$ cat src/rtl/nes_joypad_pkg.sv
// Shared definitions for the NES joypad reader: button bit positions and FSM states.
package nes_joypad_pkg;

  localparam int BTN_A      = 0;
  localparam int BTN_B      = 1;
  localparam int BTN_SELECT = 2;
  localparam int BTN_START  = 3;
  localparam int BTN_UP     = 4;
  localparam int BTN_DOWN   = 5;
  localparam int BTN_LEFT   = 6;
  localparam int BTN_RIGHT  = 7;

  typedef enum logic [2:0] {
    IDLE  = 3'd0,
    LATCH = 3'd1,
    HIGH  = 3'd2,
    LOW   = 3'd3,
    DONE  = 3'd4
  } state_e;

endpackage

$ cat src/rtl/sync2.sv
// Two-flop synchronizer for the pad data line; resets to 1 so an idle line reads as released.
module sync2 (
  input  logic clk,
  input  logic reset_n,
  input  logic d,
  output logic q
);

  logic meta_q, meta_d;
  logic sync_q, sync_d;

  always_comb begin
    meta_d = d;
    sync_d = meta_q;
  end

  always_ff @(posedge clk) begin
    if (!reset_n) begin
      meta_q <= 1'b1;
      sync_q <= 1'b1;
    end else begin
      meta_q <= meta_d;
      sync_q <= sync_d;
    end
  end

  assign q = sync_q;

endmodule

$ cat src/rtl/nes_joypad_reader.sv
// Serial NES/SNES joypad reader: periodic or on-demand poll, publishes an active-high button word per frame.
//   state | meaning
//   IDLE  | waiting for poll tick, poll_req or pending request
//   LATCH | joy_latch high, pad loads its button state
//   HIGH  | joy_clk high; current bit sampled at the end of the phase
//   LOW   | joy_clk low; pad advances to the next bit on the following rise
//   DONE  | buttons just updated, valid pulses
module nes_joypad_reader
  import nes_joypad_pkg::*;
#(
  parameter int unsigned C_clk_hz   = 21428571,
  parameter int unsigned C_poll_hz  = 60,
  parameter int unsigned C_latch_us = 12,
  parameter int unsigned C_half_us  = 6,
  parameter int unsigned C_num_bits = 8
) (
  input  logic                  clk,
  input  logic                  reset_n,
  output logic                  joy_latch,
  output logic                  joy_clk,
  input  logic                  joy_data,
  input  logic                  poll_req,
  output logic [C_num_bits-1:0] buttons,
  output logic                  valid,
  output logic                  busy
);

  localparam logic [63:0] LATCH_CYC = (64'(C_clk_hz) * 64'(C_latch_us)) / 64'd1000000;
  localparam logic [63:0] HALF_CYC  = (64'(C_clk_hz) * 64'(C_half_us)) / 64'd1000000;
  localparam logic [63:0] T_LATCH   = (LATCH_CYC == 64'd0) ? 64'd1 : LATCH_CYC;
  localparam logic [63:0] T_HALF    = (HALF_CYC == 64'd0) ? 64'd1 : HALF_CYC;
  localparam logic [63:0] T_POLL    = (C_poll_hz == 0) ? 64'd1 : 64'(C_clk_hz) / 64'(C_poll_hz);
  localparam logic [63:0] T_PH_MAX  = (T_LATCH > T_HALF) ? T_LATCH : T_HALF;

  localparam int PH_W   = (T_PH_MAX > 64'd1) ? $clog2(T_PH_MAX) : 1;
  localparam int POLL_W = (T_POLL > 64'd1) ? $clog2(T_POLL) : 1;
  localparam int BIT_W  = (C_num_bits > 1) ? $clog2(C_num_bits) : 1;

  localparam logic [PH_W-1:0]   LATCH_LOAD = PH_W'(T_LATCH - 64'd1);
  localparam logic [PH_W-1:0]   HALF_LOAD  = PH_W'(T_HALF - 64'd1);
  localparam logic [POLL_W-1:0] POLL_LAST  = POLL_W'(T_POLL - 64'd1);
  localparam logic [BIT_W-1:0]  LAST_BIT   = BIT_W'(C_num_bits - 1);

  state_e                  state_q, state_d;
  logic [PH_W-1:0]         phase_q, phase_d;
  logic [BIT_W-1:0]        bit_q, bit_d;
  logic [C_num_bits-1:0]   shift_q, shift_d;
  logic [C_num_bits-1:0]   buttons_q, buttons_d;
  logic [POLL_W-1:0]       timer_q, timer_d;
  logic                    pending_q, pending_d;
  logic                    s_data;
  logic                    tick;
  logic                    req;

  sync2 u_sync2 (
    .clk     (clk),
    .reset_n (reset_n),
    .d       (joy_data),
    .q       (s_data)
  );

  always_comb begin
    tick      = (C_poll_hz != 0) && (timer_q == POLL_LAST);
    req       = tick | poll_req;
    timer_d   = tick ? '0 : timer_q + POLL_W'(1);
    state_d   = state_q;
    phase_d   = phase_q;
    bit_d     = bit_q;
    shift_d   = shift_q;
    buttons_d = buttons_q;
    pending_d = pending_q;

    // Requests arriving mid-frame collapse into a single follow-up frame.
    if (state_q != IDLE && req) pending_d = 1'b1;

    case (state_q)
      IDLE: begin
        if (req || pending_q) begin
          state_d   = LATCH;
          phase_d   = LATCH_LOAD;
          bit_d     = '0;
          shift_d   = '0;
          pending_d = 1'b0;
        end
      end
      LATCH: begin
        if (phase_q == '0) begin
          state_d = HIGH;
          phase_d = HALF_LOAD;
        end else begin
          phase_d = phase_q - PH_W'(1);
        end
      end
      HIGH: begin
        if (phase_q == '0) begin
          shift_d[bit_q] = s_data;
          if (bit_q == LAST_BIT) begin
            state_d   = DONE;
            buttons_d = ~shift_d;
          end else begin
            state_d = LOW;
            phase_d = HALF_LOAD;
          end
        end else begin
          phase_d = phase_q - PH_W'(1);
        end
      end
      LOW: begin
        if (phase_q == '0) begin
          state_d = HIGH;
          phase_d = HALF_LOAD;
          bit_d   = bit_q + BIT_W'(1);
        end else begin
          phase_d = phase_q - PH_W'(1);
        end
      end
      DONE:    state_d = IDLE;
      default: state_d = IDLE;
    endcase
  end

  always_ff @(posedge clk) begin
    if (!reset_n) begin
      state_q   <= IDLE;
      phase_q   <= '0;
      bit_q     <= '0;
      shift_q   <= '0;
      buttons_q <= '0;
      timer_q   <= '0;
      pending_q <= 1'b0;
    end else begin
      state_q   <= state_d;
      phase_q   <= phase_d;
      bit_q     <= bit_d;
      shift_q   <= shift_d;
      buttons_q <= buttons_d;
      timer_q   <= timer_d;
      pending_q <= pending_d;
    end
  end

  assign joy_latch = (state_q == LATCH);
  assign joy_clk   = (state_q != LOW);
  assign valid     = (state_q == DONE);
  assign busy      = (state_q != IDLE);
  assign buttons   = buttons_q;

endmodule

$ cat config.mk
export PLATFORM = sky130hd
export DESIGN_NAME = nes_joypad_reader
export DESIGN_NICKNAME = d
export VERILOG_FILES = /design/src/rtl/nes_joypad_pkg.sv /design/src/rtl/sync2.sv /design/src/rtl/nes_joypad_reader.sv
export SDC_FILE = /design/constraint.sdc
export NUM_CORES = 1
export LEC_CHECK = 0
export ABC_AREA = 1
export CORE_ASPECT_RATIO = 1.4
export CORE_UTILIZATION = 54
export CTS_CLUSTER_DIAMETER = 50
export DETAILED_ROUTE_END_ITERATION = 12
export GPL_TIMING_DRIVEN = 0
export PLACE_DENSITY = 0.84
export SETUP_SLACK_MARGIN = 0.02
export SLEW_MARGIN = 20
export SYNTH_ARGS = -nofsm -noshare
export SYNTH_HDL_FRONTEND = slang
export SYNTH_SLANG_ARGS = --single-unit
$ cat constraint.sdc
create_clock -name clk -period 1.6 [get_ports clk]
set_input_delay 0.16 -clock clk [delete_from_list [all_inputs] [get_ports clk]]
set_output_delay 0.16 -clock clk [all_outputs]
set_load 0.01 [all_outputs]
Word level (Yosys, flattened, before mapping)
Cells that the tools add are included.
{"block": "op_classes", "addsub": 3, "order_cmp": 2, "n_eq_ne": 12, "muxes": 22, "bitwise_logic": 3, "reduce_logical": 16}
{"op": "$mux 9", "n": 4}
{"op": "$pmux 9 s3", "n": 1}
{"op": "$add 19x1->19 const B", "n": 1}
{"op": "$eq 19x19->1 const B", "n": 1}
{"op": "$mux 3", "n": 6}
{"op": "$mux 8", "n": 2}
{"op": "$pmux 8 s2", "n": 1}
{"op": "$reduce_and 3->1", "n": 5}
{"op": "$logic_not 9->1", "n": 1}
{"op": "$pmux 3 s3", "n": 1}
{"op": "$sub 9x1->9 const B", "n": 1}
{"op": "$bwmux 8", "n": 1}
{"op": "$not 8->8", "n": 1}
{"op": "$eq 3x2->1 const B", "n": 2}
{"op": "$eq 3x3->1 const B", "n": 2}
{"op": "$ne 2x2->1 const B", "n": 3}
{"op": "$pmux 3 s2", "n": 1}
{"op": "$reduce_bool 3->1", "n": 2}
{"op": "$lt 3x4->1 const B", "n": 1}
{"op": "$mux 1", "n": 4}
{"op": "$reduce_bool 2->1", "n": 2}
{"op": "$reduce_or 2->1", "n": 2}
{"op": "$add 3x1->3 const B", "n": 1}
{"op": "$demux 1 s3", "n": 1}
{"op": "10 further kinds", "n": 11}
{"block": "totals", "register_bits": 53, "inputBits": 4, "out_inout_bits": 12, "word_cells": 67}

Depth between registers and ports, before layout
Gate-level depths: netlist of run 1.
{"block": "logic_depth", "depth_word": 7, "depth_mapped": 11}

Hierarchy
From an unflattened synthesis of run 1, not the netlist that was laid out.
{"block": "unflattened", "cells_unflattened": 418, "hier_area_um2": 2866.5}
{"mod": "nes_joypad_reader", "instances": 1, "cells_each": 412, "area_each_um2": 2811.4, "seq_area_each_um2": 1021.0}
{"mod": "sync2", "instances": 1, "cells_each": 6, "area_each_um2": 55.1, "seq_area_each_um2": 40.0}

Worst setup path before layout of run 1
Ideal clock, no wire load.
{"block": "synth_path", "kind": "register to register", "from": "register phase_q[0]", "to": "register shift_q[0]", "arrival_ns": 1.473, "required_time_ns": 1.536, "path_slack_ns": 0.063, "stages_incl_launch_ff": 11, "period_less_slack_ns": 1.537, "path_cell_list": "dfxtp_1 -> inv_1 -> ha_1 -> nand2_2 -> nor2_2 -> nand3_4 -> a21boi_4 -> nand2_2 -> clkinv_2 -> nor2_1 -> nor2_1"}
{"block": "synth_via", "elab_chain_len": 3}
{"element": "start: declaration", "line_no": "nes_joypad_reader.sv:45", "rtl": "logic [PH_W-1:0] phase_q, phase_d;"}
{"element": "start signal: assignment", "line_no": "nes_joypad_reader.sv:133", "rtl": "phase_q <= phase_d;"}
{"element": "$logic_not 9->1", "line_no": "nes_joypad_reader.sv:95", "rtl": "if (phase_q == '0) begin"}
{"element": "$ne 2x2->1 (no line)"}
{"element": "$reduce_and 3->1 (no line)"}
{"element": "end signal: assignment", "line_no": "nes_joypad_reader.sv:135", "rtl": "shift_q <= shift_d;"}
{"element": "end: declaration", "line_no": "nes_joypad_reader.sv:47", "rtl": "logic [C_num_bits-1:0] shift_q, shift_d;"}
No other way between the ends.
A chain may end at the register's enable or synchronous reset.

Worst setup path in the final report of run 1
{"block": "layout_path", "from": "register timer_q[1]", "to": "register timer_q[8]"}
{"block": "layout_via", "elab_chain_len": 2}
{"element": "start: declaration", "line_no": "nes_joypad_reader.sv:49", "rtl": "logic [POLL_W-1:0] timer_q, timer_d;"}
{"element": "start signal: assignment", "line_no": "nes_joypad_reader.sv:137", "rtl": "timer_q <= timer_d;"}
{"element": "parallel branches: the longest is 2 deep, another holds $add 19x1->19"}
Parallel ways; which one is timed is not known.

==> metrics.yaml, run 1 <==
outcome:
  status: "finished, final reports clean"
setup_path:
  r2r_end: "timer_q[8]"
  crit_required_ns: 1.80
  r2r_cells: 8
  endpoint_kind: "register"
  max_stage_delay_ns: 0.33
  path_cells: "inv_1 -> ha_1 -> nand3_1 -> nor2_1 -> nand2_2 -> nand2_1 -> clkbuf_4 -> nor2_1"
  critPathSlowestCell: "dfxtp_2"
  start_kind: "register"
  r2r_start: "timer_q[1]"
  cp_data_arrival_time_ns: 1.76
  cp_common_cell: "nor2_1"
  cp_max_fo: 10
  worst-setup-path-type: "reg -> reg"
  r2r_slack_ns: 0.03
synthesis:
  ys_seq_area_share_pct: 36.93
  synth_area_um2: 2873
  syn_nets: 426
  yosysTopAreaCellShare_pct: 36.93
  ys_ff_latch: 53
  avgSynthCellArea_um2: 6.889
  synth_cell_types: 33
  synth_edf_count: 0
  synth_area_leaders: "dfxtp_1 37%, nand2_1 10%, nor2_1 9.1%"
  ys_async_sr_fraction_pct: 0
  netlist_instances: 417
  synth_warnings: 0
  synth_ff_type: "dfxtp_1"
  yosys.area.top_type: "dfxtp_1"
pwr:
  ir_worst_vdd_uv: 593.7
  p_int_w: 0.003492
  p_total_w: 0.006187
  p_per_area_nw_per_um2: 1755
  pwr-share-clk_pct: 13.2
  switching_share_pct: 43.55
  seq_power_share_pct: 29.2
  power_frac_comb_pct: 57.6
  switchingPower_w: 0.002694
  leakage_nw: 1.506
sta:
  holdWs_ns: 0.4119
  hold_viol_final: 0
  fin_crit_sh_pct: 97.83
  setup_viol: 0
  period_minus_slack_ns: 1.565
  timing.setup.tns_ns: 0
  maxSlewHeadroom_pct: 73.24
  slew_violations: 0
  fmax_ghz: 0.6389
  worst_slew_pin_slew_ns: 0.3999
  rsz0062_at_grt: "yes"
  skew_ns: 0.01868
floorplan:
  die_w_um: 63.65
  io_pins: 16
  fp-row-count: 31
  core-area_um2: 5159
  initial_core_util_pct: 55.69
  die-area_um2: 5620
  die_h_um: 88.30
routing:
  routedWlPerCell_um: 12.50
  drtIter0Drc: 167
  firstDrtPassIters: 4
  avgViaCountPerCell: 5.198
  ant_nets: 0
  drc: 0
  routed_wl_um: 6564
  vias: 2729
global_routing:
  first_global_vias: 2496
  grt_max_degree: 16
  grt_antenna_before_repair: 0
  grt_first_pass_wirelength_um: 10150
  track_usage_pct: 22.49
  gr-total-overflow: 0
clock_network:
  cts_buffers: 5
  clockBufferDepth: 2
  clockRootBuffer: "clkbuf_8"
  clock-sinks: 53
  htreeDepth: 2
  clkTransAtPathRegs_ns: 0.10
  cts_tree: "yes"
  cts_hold_buf: 0
  insertion_delay_ns: 0.31
flow_run:
  max_cap_viol_count: 0
hold_path:
  min_to: "u_sync2.meta_q"
  min_path_cells: 2
  hp-start: "joy_data"
  hp-class: "in -> reg"
final_layout:
  n_antenna_cell: 0
  post-route-cell-area_um2: 3525
  drive_gt1_share_pct: 24.18
  layout_commonest_cell: "nand2_1"
  fin_cells: 525
  layout.nets: 467
  nFillCells: 425
  syn_to_final_growth_pct: 22.69
  final_cell_mix: "73 x nand2_1, 67 x nor2_1, 45 x inv_1"
place:
  place_inst: 498
  placed_area_um2: 3105
  dpl.hpwl_um: 4413
  place_congestion: 0.8647
  placement.io_buffers: 15
[power groups by stage]
stage | Clock [W] | Sequential (W) | Combinational, W
final | 0.000817 | 0.00181 | 0.00356
after floorplan | 0 | 0.00178 | 0.00221
after global routing | 0.000884 | 0.00184 | 0.00396
after CTS | 0.000830 | 0.00179 | 0.00295
after global placement | 0 | 0.00181 | 0.00263
after detailed placement | 0 | 0.00182 | 0.00273
[synthesized netlist by cell type (2+ instances only)]
master / count
ha_1: 5
inv_2: 3
nand4_1: 5
nand2_2: 4
xor2_1: 3
nand3_2: 3
or2_2: 10
nand3_4: 3
nand2_1: 78
buf_2: 4
nand3_1: 38
nor3_1: 6
xnor2_1: 6
nor2_2: 5
nand3b_1: 2
nor2_4: 3
dfxtp_1: 53
nor2_1: 70
inv_1: 52
o21ai_0: 25
a21oi_1: 25
buf_4: 2
clkbuf_8: 2
[cell type report]
type                       instances  area (µm²)  share of cell area [%]
inverter                          57       219.0                   6.212
timing repair buffer              33       327.8                   9.301
sequential                        53        1084                   30.74
buffer                             9       78.83                   2.236
clock buffer                       7       96.34                   2.733
clock inverter                     1       5.005                  0.1420
tap                               66       82.58                   2.343
multi-input combinational        299        1632                   46.29
[kinds of logic after synthesis]
kind of cell | Yosys count | share of synthesized area, %
and+or+nand+nor | 230 | 37.80
buffers and inverters | 66 | 10.06
AOI/OAI and AO/OA | 54 | 10.28
DFF | 53 | 36.93
xor gates and xnor gates | 9 | 2.744
adders and majority gates | 5 | 2.178
[per-stage QoR]
stage          utilization, %  setup WS [ns]
2_1_floorplan               -        0.06333
3_3_place_gp            60.20        -0.1662
3_5_place_dp            60.20        -0.2367
4_1_cts                 63.69        0.01788
5_1_grt                 68.32        -0.1192
6_report                68.32        0.03470
[what timing repair did]
action / 4_1_cts / 5_1_grt
cloned: 0 / 3
endpoints found under the setup margin: 28 / 40
resized for setup: 13 / 42
pin swaps: 2 / 16
setup buffers: 6 / 10
[how the worst max path moves through the flow]
stage | from | end | slack (ns) | cells past startpoint
floorplan | phase_q[0] | shift_q[0] | 0.06 | 10
global placement | phase_q[0] | shift_q[6] | -0.17 | 10
finish | timer_q[1] | timer_q[8] | 0.03 | 8
CTS | timer_q[1] | bit_q[0] | 0.02 | 10
global route | timer_q[9] | bit_q[1] | -0.12 | 10
detailed placement | phase_q[0] | shift_q[2] | -0.24 | 10
[metal layers]
metal,wire [µm],global-route usage [%],up-vias
li1,-,-,1402
met1,2596,22.34,1249
met2,3646,45.16,63
met3,172,3.479,15
met4,149,10.12,0
met5,0,0,-
[registers in the layout, indices dropped and copies added, names as in the netlist]
register,flops
bit_q,3
buttons,8
pending_q,1
phase_q,9
shift_q,8
state_q,3
timer_q,19
u_sync2.meta_q,1
u_sync2.q,1
[critical path, delay by kind of cell, from the launching register on]
family | cells | cell delay, ns
adders and majority gates | 1 | 0.14
buffers and inverters | 2 | 0.32
DFF | 1 | 0.33
and+or+nand+nor | 5 | 0.66
No activity file was read; power rests on OpenSTA's default activity.
==> run 2: changes to the inputs <==
--- a/config.mk
+++ b/config.mk
@@ -10,6 +10,7 @@
 export CORE_UTILIZATION = 54
 export CTS_CLUSTER_DIAMETER = 50
 export DETAILED_ROUTE_END_ITERATION = 12
+export GPL_ROUTABILITY_DRIVEN = 0
 export GPL_TIMING_DRIVEN = 0
 export PLACE_DENSITY = 0.84
 export SETUP_SLACK_MARGIN = 0.02
==> results of run 2 <==
No change in the layout: final DEF, timing and power equal those of run 1.
==> run 3: changes to the inputs <==
--- a/config.mk
+++ b/config.mk
@@ -7,12 +7,12 @@
 export LEC_CHECK = 0
 export ABC_AREA = 1
 export CORE_ASPECT_RATIO = 1.4
-export CORE_UTILIZATION = 54
+export CORE_UTILIZATION = 40
 export CTS_CLUSTER_DIAMETER = 50
 export DETAILED_ROUTE_END_ITERATION = 12
 export GPL_ROUTABILITY_DRIVEN = 0
 export GPL_TIMING_DRIVEN = 0
-export PLACE_DENSITY = 0.84
+export PLACE_DENSITY = 0.67
 export SETUP_SLACK_MARGIN = 0.02
 export SLEW_MARGIN = 20
 export SYNTH_ARGS = -nofsm -noshare
==> run 3 against run 2 <==
  * Clock-buffer cell count fell by 2
  * Final cell count rose by 5.5%
  * Clock skew fell by 0.0064 ns
  * Clock power fell by 8.0%
  * Non-clock buffer count rose by 1
  * Sequential share of layout area fell by 0.18 points
  * First-iteration DRC count fell by 46%
  * Design area rose by 0.46%
  * Largest power group unchanged
==> metrics.yaml, run 3 (same netlist as run 1, synthesis figures left out) <==
routing:
  drc: 0  # unchanged
  drtIter0Drc: 91  # -46%
  vias: 2617  # -4.1%
  routedWlPerCell_um: 11.07  # -11%
  firstDrtPassIters: 4  # unchanged
  avgViaCountPerCell: 4.724  # -9.1%
  routed_wl_um: 6132  # -6.6%
  ant_nets: 0  # unchanged
place:
  placed_area_um2: 3142  # +1.2%
  placement.io_buffers: 15  # unchanged
  dpl.hpwl_um: 4531  # +2.7%
floorplan:
  die_w_um: 73.63  # +16%
  io_pins: 16  # unchanged
  die-area_um2: 7530  # +34%
  die_h_um: 102.3  # +16%
  initial_core_util_pct: 41.41  # -14 points
  core-area_um2: 6937  # +34%
  fp-row-count: 36  # +16%
global_routing:
  first_global_vias: 2512  # +0.64%
  grt_max_degree: 17  # +1
  grt_first_pass_wirelength_um: 10510  # +3.5%
  gr-total-overflow: 0  # unchanged
  grt_antenna_before_repair: 0  # unchanged
  track_usage_pct: 17.56  # -4.9 points
final_layout:
  layout.nets: 467  # unchanged
  post-route-cell-area_um2: 3541  # +0.46%
  layout_commonest_cell: "nand2_1"
  syn_to_final_growth_pct: 23.26
  final_util_pct: 51.05  # -17 points
  reg.largest.list: "timer_q x19, phase_q x9"
  drive_gt1_share_pct: 23.53  # -0.65 points
  final_cell_mix: "74 x nand2_1, 67 x nor2_1, 47 x inv_1"
  largest_reg_flops: 19  # unchanged
  top_register: "timer_q"
  n_antenna_cell: 0  # unchanged
sta:
  maxSlewHeadroom_pct: 81.14  # +7.9 points
  period_minus_slack_ns: 1.537  # -0.02874 ns
  hold_viol_final: 0  # unchanged
  fmax_ghz: 0.6508  # +1.9%
  slew_violations: 0  # unchanged
  worst_slew_pin_slew_ns: 0.2807  # -0.1193 ns
  setup_viol: 0  # unchanged
  skew_ns: 0.01226  # -0.006417 ns
  rsz0062_at_grt: "yes"
  fin_crit_sh_pct: 96.03  # -1.8 points
clock_network:
  clock-sinks: 53  # unchanged
  clockBufferDepth: 2  # unchanged
  insertion_delay_ns: 0.31  # about the same
  htreeDepth: 2  # unchanged
  cts_tree: "yes"
  clockRootBuffer: "clkbuf_8"
  cts_buffers: 5  # unchanged
  clkTransAtPathRegs_ns: 0.10  # about the same
outcome:
  status: "finished, final reports clean"
pwr:
  p_per_area_nw_per_um2: 1688  # -3.8%
  leakage_nw: 1.488  # -1.2%
  ir_worst_vdd_uv: 714.1  # +20%
setup_path:
  path_delay_family: "simple AND/OR/NAND/NOR gates"
  crit_buf_inv: 2  # unchanged
  crit_required_ns: 1.81  # about the same
  max_stage_delay_ns: 0.34  # about the same
  worst-setup-path-type: "reg -> reg"
  endpoint_kind: "register"
  start_kind: "register"
  cp_data_arrival_time_ns: 1.75  # about the same
  path_cells: "inv_2 -> ha_4 -> nand2_4 -> nor2_4 -> nand3_4 -> a21boi_4 -> buf_12 -> nand3_1 -> nand2_1 -> nor2_1"
  cp_max_fo: 7  # -3
  critPathSlowestCell: "dfxtp_2"
hold_path:
  hp-class: "in -> reg"
flow_run:
  max_cap_viol_count: 0  # unchanged
-- run 3: cell count changes in the layout (fill, tap and decap cells not counted), sizes merged --
cell	before	now
buf	24	27
nand3	45	44
inv	55	56
clkbuf	10	6
clkinvlp	0	1
-- run 3: area by class of cell --
class | count | area (µm²)
Timing Repair Buffer | 34 | 330.3
Inverter | 57 | 216.5
Clock inverter | 3 | 17.52
Tap cell | 95 | 118.9
Sequential cell | 53 | 1082
Fill cell | 705 | 3396
Clock buffer | 5 | 68.82
Multi-Input combinational cell | 298 | 1624
Buffer | 9 | 82.58
-- run 3: per-stage QoR --
step	hold slack, ns	cells	setup slack, ns	setup TNS (ns)	power (W)
floorplan	0.2666	417	0.06333	0	0.003984
global placement	0.4123	527	-0.2183	-2.736	0.004490
detailed placement	0.4116	527	-0.2262	-3.087	0.004548
CTS	0.4169	540	0.02837	0	0.005476
global route	0.4022	554	-0.04717	-0.1514	0.006515
finish	0.4110	554	0.06345	0	0.005977
-- run 3: final timing paths --
path	start	to	slack [ns]	cells past startpoint
worst max register to register	phase_q[1]	shift_q[3]	0.06	10
worst min register to register	u_sync2.meta_q	u_sync2.q	0.43	1
worst max-delay path	phase_q[1]	shift_q[3]	0.06	10
worst min-delay path	joy_data	u_sync2.meta_q	0.41	2
-- run 3: routing by layer --
layer  global-route usage, %  part of all wire (%)
met1                   18.29                    41
met2                   34.09                    55
met3                   2.564                   1.9
met4                   7.396                   2.4
met5                       0                     0
-- run 3: repair_timing --
action                                  CTS  global route
buffers inserted                          5            13
hold buffers                              0             0
gates cloned                              0             1
endpoints found under the setup margin   42            44
gates resized for setup                  20            36
pin swaps                                 2            12
-- run 3: report_power, final --
| group | total, W | internal, W | switching [W] | leakage [nW] |
|---|---|---|---|---|
| Combinational | 0.00341 | 0.00147 | 0.00194 | 1.01 |
| Clock | 0.000752 | 0.000303 | 0.000449 | 0.0439 |
| Sequential | 0.00181 | 0.00161 | 0.000207 | 0.438 |
| Total | 0.00598 | 0.00338 | 0.00259 | 1.49 |
